===== src/rtl/led_pkg.sv =====
`default_nettype none
// ============================================================================
// Module   : led_pkg
// Purpose  : Shared constants and types for the LED PWM dimmer.
//            - default PWM resolution
//            - channel index constants (red, green, blue)
//            - per-channel fade state encoding
// Revision : 1.0 - initial release
// ============================================================================
package led_pkg;

    localparam int c_PWM_WIDTH = 8;

    localparam int c_NUM_CH = 3;
    localparam int c_CH_R   = 0;
    localparam int c_CH_G   = 1;
    localparam int c_CH_B   = 2;

    typedef enum logic [1:0] {
        ST_IDLE    = 2'd0,
        ST_FADE_UP = 2'd1,
        ST_FADE_DN = 2'd2
    } ch_state_e;

endpackage
`default_nettype wire


===== src/rtl/led_pwm_channel.sv =====
`default_nettype none
// ============================================================================
// Module   : led_pwm_channel
// Purpose  : One colour channel of the dimmer: brightness level register,
//            linear fade stepping toward the target, registered PWM compare.
// Ports    : clk, rst      - clock, synchronous active-high reset
//            i_pb          - period boundary strobe (level may change only here)
//            i_load        - instant mode: level jumps to target at i_pb
//            i_step_en     - fade mode: step one level toward target at i_pb
//            i_enable      - global output enable
//            i_target      - target level
//            i_pwm_cnt     - shared PWM counter
//            o_pwm         - registered pad drive
//            o_busy        - level differs from target (combinational)
// Revision : 1.0 - initial release
// ============================================================================
module led_pwm_channel
    import led_pkg::*;
#(
    parameter int PWM_WIDTH = c_PWM_WIDTH
) (
    input  logic                 clk,
    input  logic                 rst,
    input  logic                 i_pb,
    input  logic                 i_load,
    input  logic                 i_step_en,
    input  logic                 i_enable,
    input  logic [PWM_WIDTH-1:0] i_target,
    input  logic [PWM_WIDTH-1:0] i_pwm_cnt,
    output logic                 o_pwm,
    output logic                 o_busy
);

    localparam logic [PWM_WIDTH-1:0] c_ONE      = PWM_WIDTH'(1);
    localparam logic [PWM_WIDTH-1:0] c_ALL_ONES = '1;

    logic [PWM_WIDTH-1:0] r_level;
    logic [PWM_WIDTH-1:0] w_level_nxt;
    ch_state_e            w_state;
    logic                 r_pwm;

    // The fade state is implied by level vs target, so the level register is
    // the state register; a target crossing simply flips the direction.
    always_comb begin
        w_state     = ST_IDLE;
        w_level_nxt = r_level;

        if (i_target > r_level) begin
            w_state = ST_FADE_UP;
        end else if (i_target < r_level) begin
            w_state = ST_FADE_DN;
        end

        if (i_pb) begin
            if (i_load) begin
                w_level_nxt = i_target;
            end else if (i_step_en) begin
                case (w_state)
                    ST_FADE_UP: w_level_nxt = r_level + c_ONE;
                    ST_FADE_DN: w_level_nxt = r_level - c_ONE;
                    default:    w_level_nxt = r_level;
                endcase
            end
        end
    end

    always_ff @(posedge clk) begin
        if (rst) begin
            r_level <= '0;
            r_pwm   <= 1'b0;
        end else begin
            r_level <= w_level_nxt;
            // Full scale is forced high so the output never dips for one tick.
            r_pwm   <= i_enable && ((r_level == c_ALL_ONES) || (i_pwm_cnt < r_level));
        end
    end

    assign o_pwm  = r_pwm;
    assign o_busy = (w_state != ST_IDLE);

endmodule
`default_nettype wire


===== src/rtl/led_pwm_dimmer.sv =====
`default_nettype none
// ============================================================================
// Module   : led_pwm_dimmer
// Purpose  : Drives the R/G/B LED pads with PWM. Each channel fades linearly
//            toward led_x_i ? bright_x_i : 0; levels change only on the PWM
//            period boundary so the waveform never glitches.
// Ports    : clk, rst               - 12 MHz fabric clock, sync active-high reset
//            enable_i               - global output enable
//            led_{r,g,b}_i          - on/off from the pattern controller
//            bright_{r,g,b}_i       - target level when on
//            fade_rate_i            - PWM periods per level step, 0 = instant
//            led_{r,g,b}_o          - pad drives
//            fade_busy_o            - any channel level differs from target
// Revision : 1.0 - initial release
// ============================================================================
module led_pwm_dimmer
    import led_pkg::*;
#(
    parameter int PWM_WIDTH    = c_PWM_WIDTH,
    parameter int PRESCALE_DIV = 48,
    parameter int FADE_WIDTH   = 16
) (
    input  logic                  clk,
    input  logic                  rst,
    input  logic                  enable_i,
    input  logic                  led_r_i,
    input  logic                  led_g_i,
    input  logic                  led_b_i,
    input  logic [PWM_WIDTH-1:0]  bright_r_i,
    input  logic [PWM_WIDTH-1:0]  bright_g_i,
    input  logic [PWM_WIDTH-1:0]  bright_b_i,
    input  logic [FADE_WIDTH-1:0] fade_rate_i,
    output logic                  led_r_o,
    output logic                  led_g_o,
    output logic                  led_b_o,
    output logic                  fade_busy_o
);

    localparam int                    c_PRE_W    = (PRESCALE_DIV > 1) ? $clog2(PRESCALE_DIV) : 1;
    localparam logic [c_PRE_W-1:0]    c_PRE_LAST = c_PRE_W'(PRESCALE_DIV - 1);
    localparam logic [c_PRE_W-1:0]    c_PRE_ONE  = c_PRE_W'(1);
    localparam logic [PWM_WIDTH-1:0]  c_PWM_ONE  = PWM_WIDTH'(1);
    localparam logic [PWM_WIDTH-1:0]  c_PWM_LAST = '1;
    localparam logic [FADE_WIDTH:0]   c_FADE_ONE = (FADE_WIDTH+1)'(1);

    logic [c_PRE_W-1:0]    r_presc;
    logic [PWM_WIDTH-1:0]  r_pwm_cnt;
    logic [FADE_WIDTH-1:0] r_fade_cnt;
    logic                  r_busy;

    logic                  w_tick;
    logic                  w_pb;
    logic                  w_rate_zero;
    logic [FADE_WIDTH:0]   w_fade_inc;
    logic                  w_step_en;

    logic [c_NUM_CH-1:0]   w_led;
    logic [c_NUM_CH-1:0]   w_pwm;
    logic [c_NUM_CH-1:0]   w_busy;
    logic [PWM_WIDTH-1:0]  w_bright [c_NUM_CH];

    assign w_tick      = (r_presc == c_PRE_LAST);
    assign w_pb        = w_tick && (r_pwm_cnt == c_PWM_LAST);
    assign w_rate_zero = (fade_rate_i == '0);
    // One extra bit keeps fade_cnt+1 from wrapping when fade_rate_i is max.
    assign w_fade_inc  = {1'b0, r_fade_cnt} + c_FADE_ONE;
    // Using >= means a rate lowered below the running count steps at once.
    assign w_step_en   = !w_rate_zero && (w_fade_inc >= {1'b0, fade_rate_i});

    always_ff @(posedge clk) begin
        if (rst) begin
            r_presc    <= '0;
            r_pwm_cnt  <= '0;
            r_fade_cnt <= '0;
        end else begin
            r_presc <= w_tick ? '0 : (r_presc + c_PRE_ONE);

            if (w_tick) begin
                r_pwm_cnt <= r_pwm_cnt + c_PWM_ONE;
            end

            if (w_pb) begin
                if (w_rate_zero || w_step_en) begin
                    r_fade_cnt <= '0;
                end else begin
                    r_fade_cnt <= w_fade_inc[FADE_WIDTH-1:0];
                end
            end
        end
    end

    assign w_led[c_CH_R]    = led_r_i;
    assign w_led[c_CH_G]    = led_g_i;
    assign w_led[c_CH_B]    = led_b_i;
    assign w_bright[c_CH_R] = bright_r_i;
    assign w_bright[c_CH_G] = bright_g_i;
    assign w_bright[c_CH_B] = bright_b_i;

    for (genvar gi = 0; gi < c_NUM_CH; gi++) begin : g_ch
        logic [PWM_WIDTH-1:0] w_target;

        assign w_target = w_led[gi] ? w_bright[gi] : '0;

        led_pwm_channel #(
            .PWM_WIDTH (PWM_WIDTH)
        ) u_channel (
            .clk       (clk),
            .rst       (rst),
            .i_pb      (w_pb),
            .i_load    (w_rate_zero),
            .i_step_en (w_step_en),
            .i_enable  (enable_i),
            .i_target  (w_target),
            .i_pwm_cnt (r_pwm_cnt),
            .o_pwm     (w_pwm[gi]),
            .o_busy    (w_busy[gi])
        );
    end

    always_ff @(posedge clk) begin
        if (rst) begin
            r_busy <= 1'b0;
        end else begin
            r_busy <= |w_busy;
        end
    end

    assign led_r_o     = w_pwm[c_CH_R];
    assign led_g_o     = w_pwm[c_CH_G];
    assign led_b_o     = w_pwm[c_CH_B];
    assign fade_busy_o = r_busy;

endmodule
`default_nettype wire


===== config.mk =====
export PLATFORM = sky130hd
export DESIGN_NAME = led_pwm_dimmer
export DESIGN_NICKNAME = d
export VERILOG_FILES = /design/src/rtl/led_pkg.sv /design/src/rtl/led_pwm_channel.sv /design/src/rtl/led_pwm_dimmer.sv
export SDC_FILE = /design/constraint.sdc
export NUM_CORES = 1
export LEC_CHECK = 0
export BUFFER_PORTS_ARGS = -buffer_cell sky130_fd_sc_hd__buf_2
export CORE_MARGIN = 5
export CORE_UTILIZATION = 55
export CTS_CLUSTER_SIZE = 30
export DETAILED_ROUTE_END_ITERATION = 10
export PLACE_DENSITY_LB_ADDON = 0.05
export SYNTH_ARGS = -nofsm -noshare
export SYNTH_HDL_FRONTEND = slang
export SYNTH_SLANG_ARGS = --single-unit

===== constraint.sdc =====
create_clock -name clk -period 2.95 [get_ports clk]
set_input_delay 0.1475 -clock clk [delete_from_list [all_inputs] [get_ports clk]]
set_output_delay 0.1475 -clock clk [all_outputs]
set_load 0.005 [all_outputs]

==> impl_metrics.yaml <==
worst_setup_path:
  cpMaxStageDelayCell: "dfxtp_4"
  critical_path_required_ns: 3.21
  cpPeakStageDelay_ns: 0.38
  r2r_cells: 15
  r2r-end: "g_ch[0].u_channel.r_level[5]"
  path_buf_inv: 3
  cpMostUsedCell: "nand4_1"
  crit_path_end_kind: "flop"
  start_kind: "flop"
  rr_startpoint: "r_fade_cnt[2]"
  crit_start: "r_fade_cnt[2]"
  crit_path_end: "g_ch[0].u_channel.r_level[5]"
  crit_chain: "nand3_4, nor4_2, buf_4, nand4_1, xnor2_2, ha_1, and3_4, nand4_1, o211ai_1, a221oi_4, buf_12, a211oi_4, buf_6, nor2_1, a211oi_2"
  rrSetupSlack_ns: -0.35
  cp.arrival_ns: 3.55
  crit_path_max_fanout: 8
  path_depth: 15
  crit_type: "flop to flop"
  crit_family: "compound AO/OA/AOI/OAI gates"
clocking:
  clock-sinks: 58
  cts-hold-fix-buffers: 0
  clockRootBuffer: "clkbuf_8"
  clkSlewWorstSetupHoldPaths_ns: 0.08
  numCtsBuffers: 9
  clkLatencyLatePin_ns: 0.36
  cts_buffer_depth: 2
  cts_tree: "done"
  htree_levels: 3
power_and_ir_drop:
  p_per_area_mw_per_mm2: 301
  ir_worst_vdd_v: 0.000174
  leakage_nw: 2.96
logic_synthesis:
  synth_async_sr_flop_share_pct: 0
  netlist_area_mm2: 0.00531
  synth_cell_types: 49
  synth.avg_cell_area_um2: 7.98
  synth_edf_count: 0
  synthCells: 665
  synth-seq-area-share_pct: 21.9
  ys_ff_latch: 58
  yosys_warnings: 0
  ys.flop_type: "dfxtp_1"
  syn_nets: 796
cells_and_area:
  layoutNonFillerInstCount: 955
  multi_input_area_mm2: 0.00402
  area_delta_synth_final_pct: 31.0
  num_antenna_cells: 0
  regArea_mm2: 0.00117
  layout-drive-gt1-share_pct: 29.1
  fin_area_mm2: 0.00696
  fillers: 752
  fin_nets: 952
worst_hold_path:
  hp-start: "bright_g_i[0]"
  hp-class: "input port to flop"
timing:
  slew_violations: 0
  grt_setup_unrepaired: "true"
  max_freq_ghz: 0.303
  setup_tns_ns: -9.11
  finalCriticalPeriod_ns: 3.30
  setup_viol: 39
  hold_viol_final: 0
  period_share_pct: 112
  tightest_slew_ns: 0.658
  skew_ns: 0.0168
  setup_slack_ns: -0.346
  worst_slew_margin_rel_pct: 56.1
floorplanning:
  die_w_um: 108
  die_area_mm2: 0.0117
  rows: 35
  initial_core_util_pct: 56.9
  io_pins: 50
  die_h_um: 108
  fp.coreArea_mm2: 0.00933
drt:
  antenna_left: 0
  drt_pass1_iterations: 4
  wl_per_cell_um: 15.1
  vias: 5311
  vias_per_cell: 5.56
  routed_wl_um: 14400
  drt_iter0_drc: 173
  drc_errors: 0
flow_run:
  drv_cap: 0
place:
  routabilityCongestion: 0.883
  port_buffers: 49
  hpwl_um: 11300
  dp.cells: 930
  postPlaceCellArea_mm2: 0.00650
grt:
  overflow: 0
  antenna_found_initial: 0
  first_global_vias: 5321
  grt_max_degree: 32
  grt_use_total_pct: 25.5
  grt_pass1_wl_um: 24100
run_status:
  violations: "negative setup slack"
  status: "finished, violations left"
[cell usage in the layout, fill, tap and decap left out, drive strengths merged, types with 4 or more instances in the layout]
cell type  synthesis  routed
ha                82      82
a211oi            22      22
nand3b             6       6
nand4             22      22
a211o              4       4
xnor2             19      19
buf               11     165
inv               51      52
nand3             21      21
and3               7       7
nor3               9       9
dfxtp             58      58
a21o              11      11
nand2b            14      14
o21bai             6       6
nor2b             17      17
a22oi              6       6
xor2              16      16
clkbuf            10       9
o211ai            10      10
mux2i              8       8
nor4               7       7
nand2             26      26
o21a               4       4
a21oi             69      69
and2              22      23
nor2              77      77
o21ai             30      30
[per-layer routing]
metal	track usage (%)	vias up	wire length, um
met2	47.7	98	7400
met4	8.12	0	248
met1	30.1	2502	6230
li1	-	2688	-
met3	3.28	23	513
met5	0	-	0
[power breakdown]
group / switching (mW) / internal, mW
clock: 0.375 / 0.568
combinational: 0.194 / 0.172
sequential: 0.00289 / 0.786
total: 0.571 / 1.53
[Yosys cell counts, types with 4 or more instances]
cell type,count,area (um^2)
and3_1,6,37.5
nor4_1,5,31.3
mux2i_1,8,80.1
nand2_1,26,97.6
nand2b_1,14,87.6
inv_1,51,191
dfxtp_1,58,1160
and2_1,22,138
clkbuf_1,10,37.5
buf_2,4,20.0
a211oi_2,6,75.1
a21oi_1,69,345
xor2_1,16,140
o21bai_1,6,45.0
o21ai_0,29,145
ha_1,82,1030
a211o_1,4,35.0
a211oi_1,13,97.6
nand3_1,19,95.1
a22oi_1,6,45.0
o211ai_1,10,75.1
nor2_1,77,289
o21a_1,4,30.0
nand4_1,22,138
a21o_1,11,82.6
nand3b_1,6,45.0
nor2b_1,17,106
xnor2_1,19,166
nor3_1,9,45.0
[area by class of cell]
class                           count  area share [%]
Clock inverter                      7            1.80
Clock buffer                        9            1.78
Multi-Input combinational cell    536            57.8
Inverter                           51            2.75
Tap cell                          129            2.32
Sequential cell                    58            16.8
Timing Repair Buffer              165            16.7
[repair_timing]
item                       CTS  global route
pin swaps                    4             4
cloned                       1             0
buffers inserted             6             2
setup endpoints to repair   40            40
gates resized for setup     20            14
[stage by stage]
step	setup WS, ns	total power [mW]	hold WS, ns	utilization (%)
after floorplan	-0.0301	1.03	0.302	-
after global placement	-0.242	1.15	0.420	69.7
after detailed placement	-0.339	1.17	0.442	69.7
after CTS	-0.328	2.11	0.0703	73.9
after global routing	-0.530	2.19	0.0891	74.6
final	-0.346	2.10	0.0743	74.6
[worst min-delay path by stage]
stage,endpoint,slack [ns],depth (start not counted)
floorplan,g_ch[0].u_channel.r_level[0],0.30,2
global placement,r_presc[0],0.42,1
detailed placement,r_presc[0],0.44,1
CTS,g_ch[2].u_channel.r_level[0],0.07,3
global route,g_ch[1].u_channel.r_level[0],0.09,3
finish,g_ch[1].u_channel.r_level[0],0.07,3
[kinds of logic after synthesis]
group | Yosys count | synth area share [%]
mux | 8 | 1.51
fa+ha+maj | 85 | 20.5
simple gates | 238 | 23.8
flops | 58 | 21.9
xor+xnor | 35 | 5.77
buf+inv | 72 | 5.68
compound gates | 169 | 20.9
[worst register-to-register path, delay by kind of cell, from the launching register on]
family	cells	cell delay (ns)
and+or+nand+nor	6	0.89
buffers and inverters	3	0.51
xor gates and xnor gates	1	0.18
adders and majority gates	1	0.31
DFF	1	0.38
AOI/OAI and AO/OA	4	0.95
[sequential cells by signal, summed over array words and instances, names as in the netlist]
| signal | cells |
|---|---|
| g_ch.u_channel.o_pwm | 3 |
| r_presc | 6 |
| r_fade_cnt | 16 |
| g_ch.u_channel.r_level | 24 |
| fade_busy_o | 1 |
| r_pwm_cnt | 8 |
No activity file was read; power rests on OpenSTA's default activity.
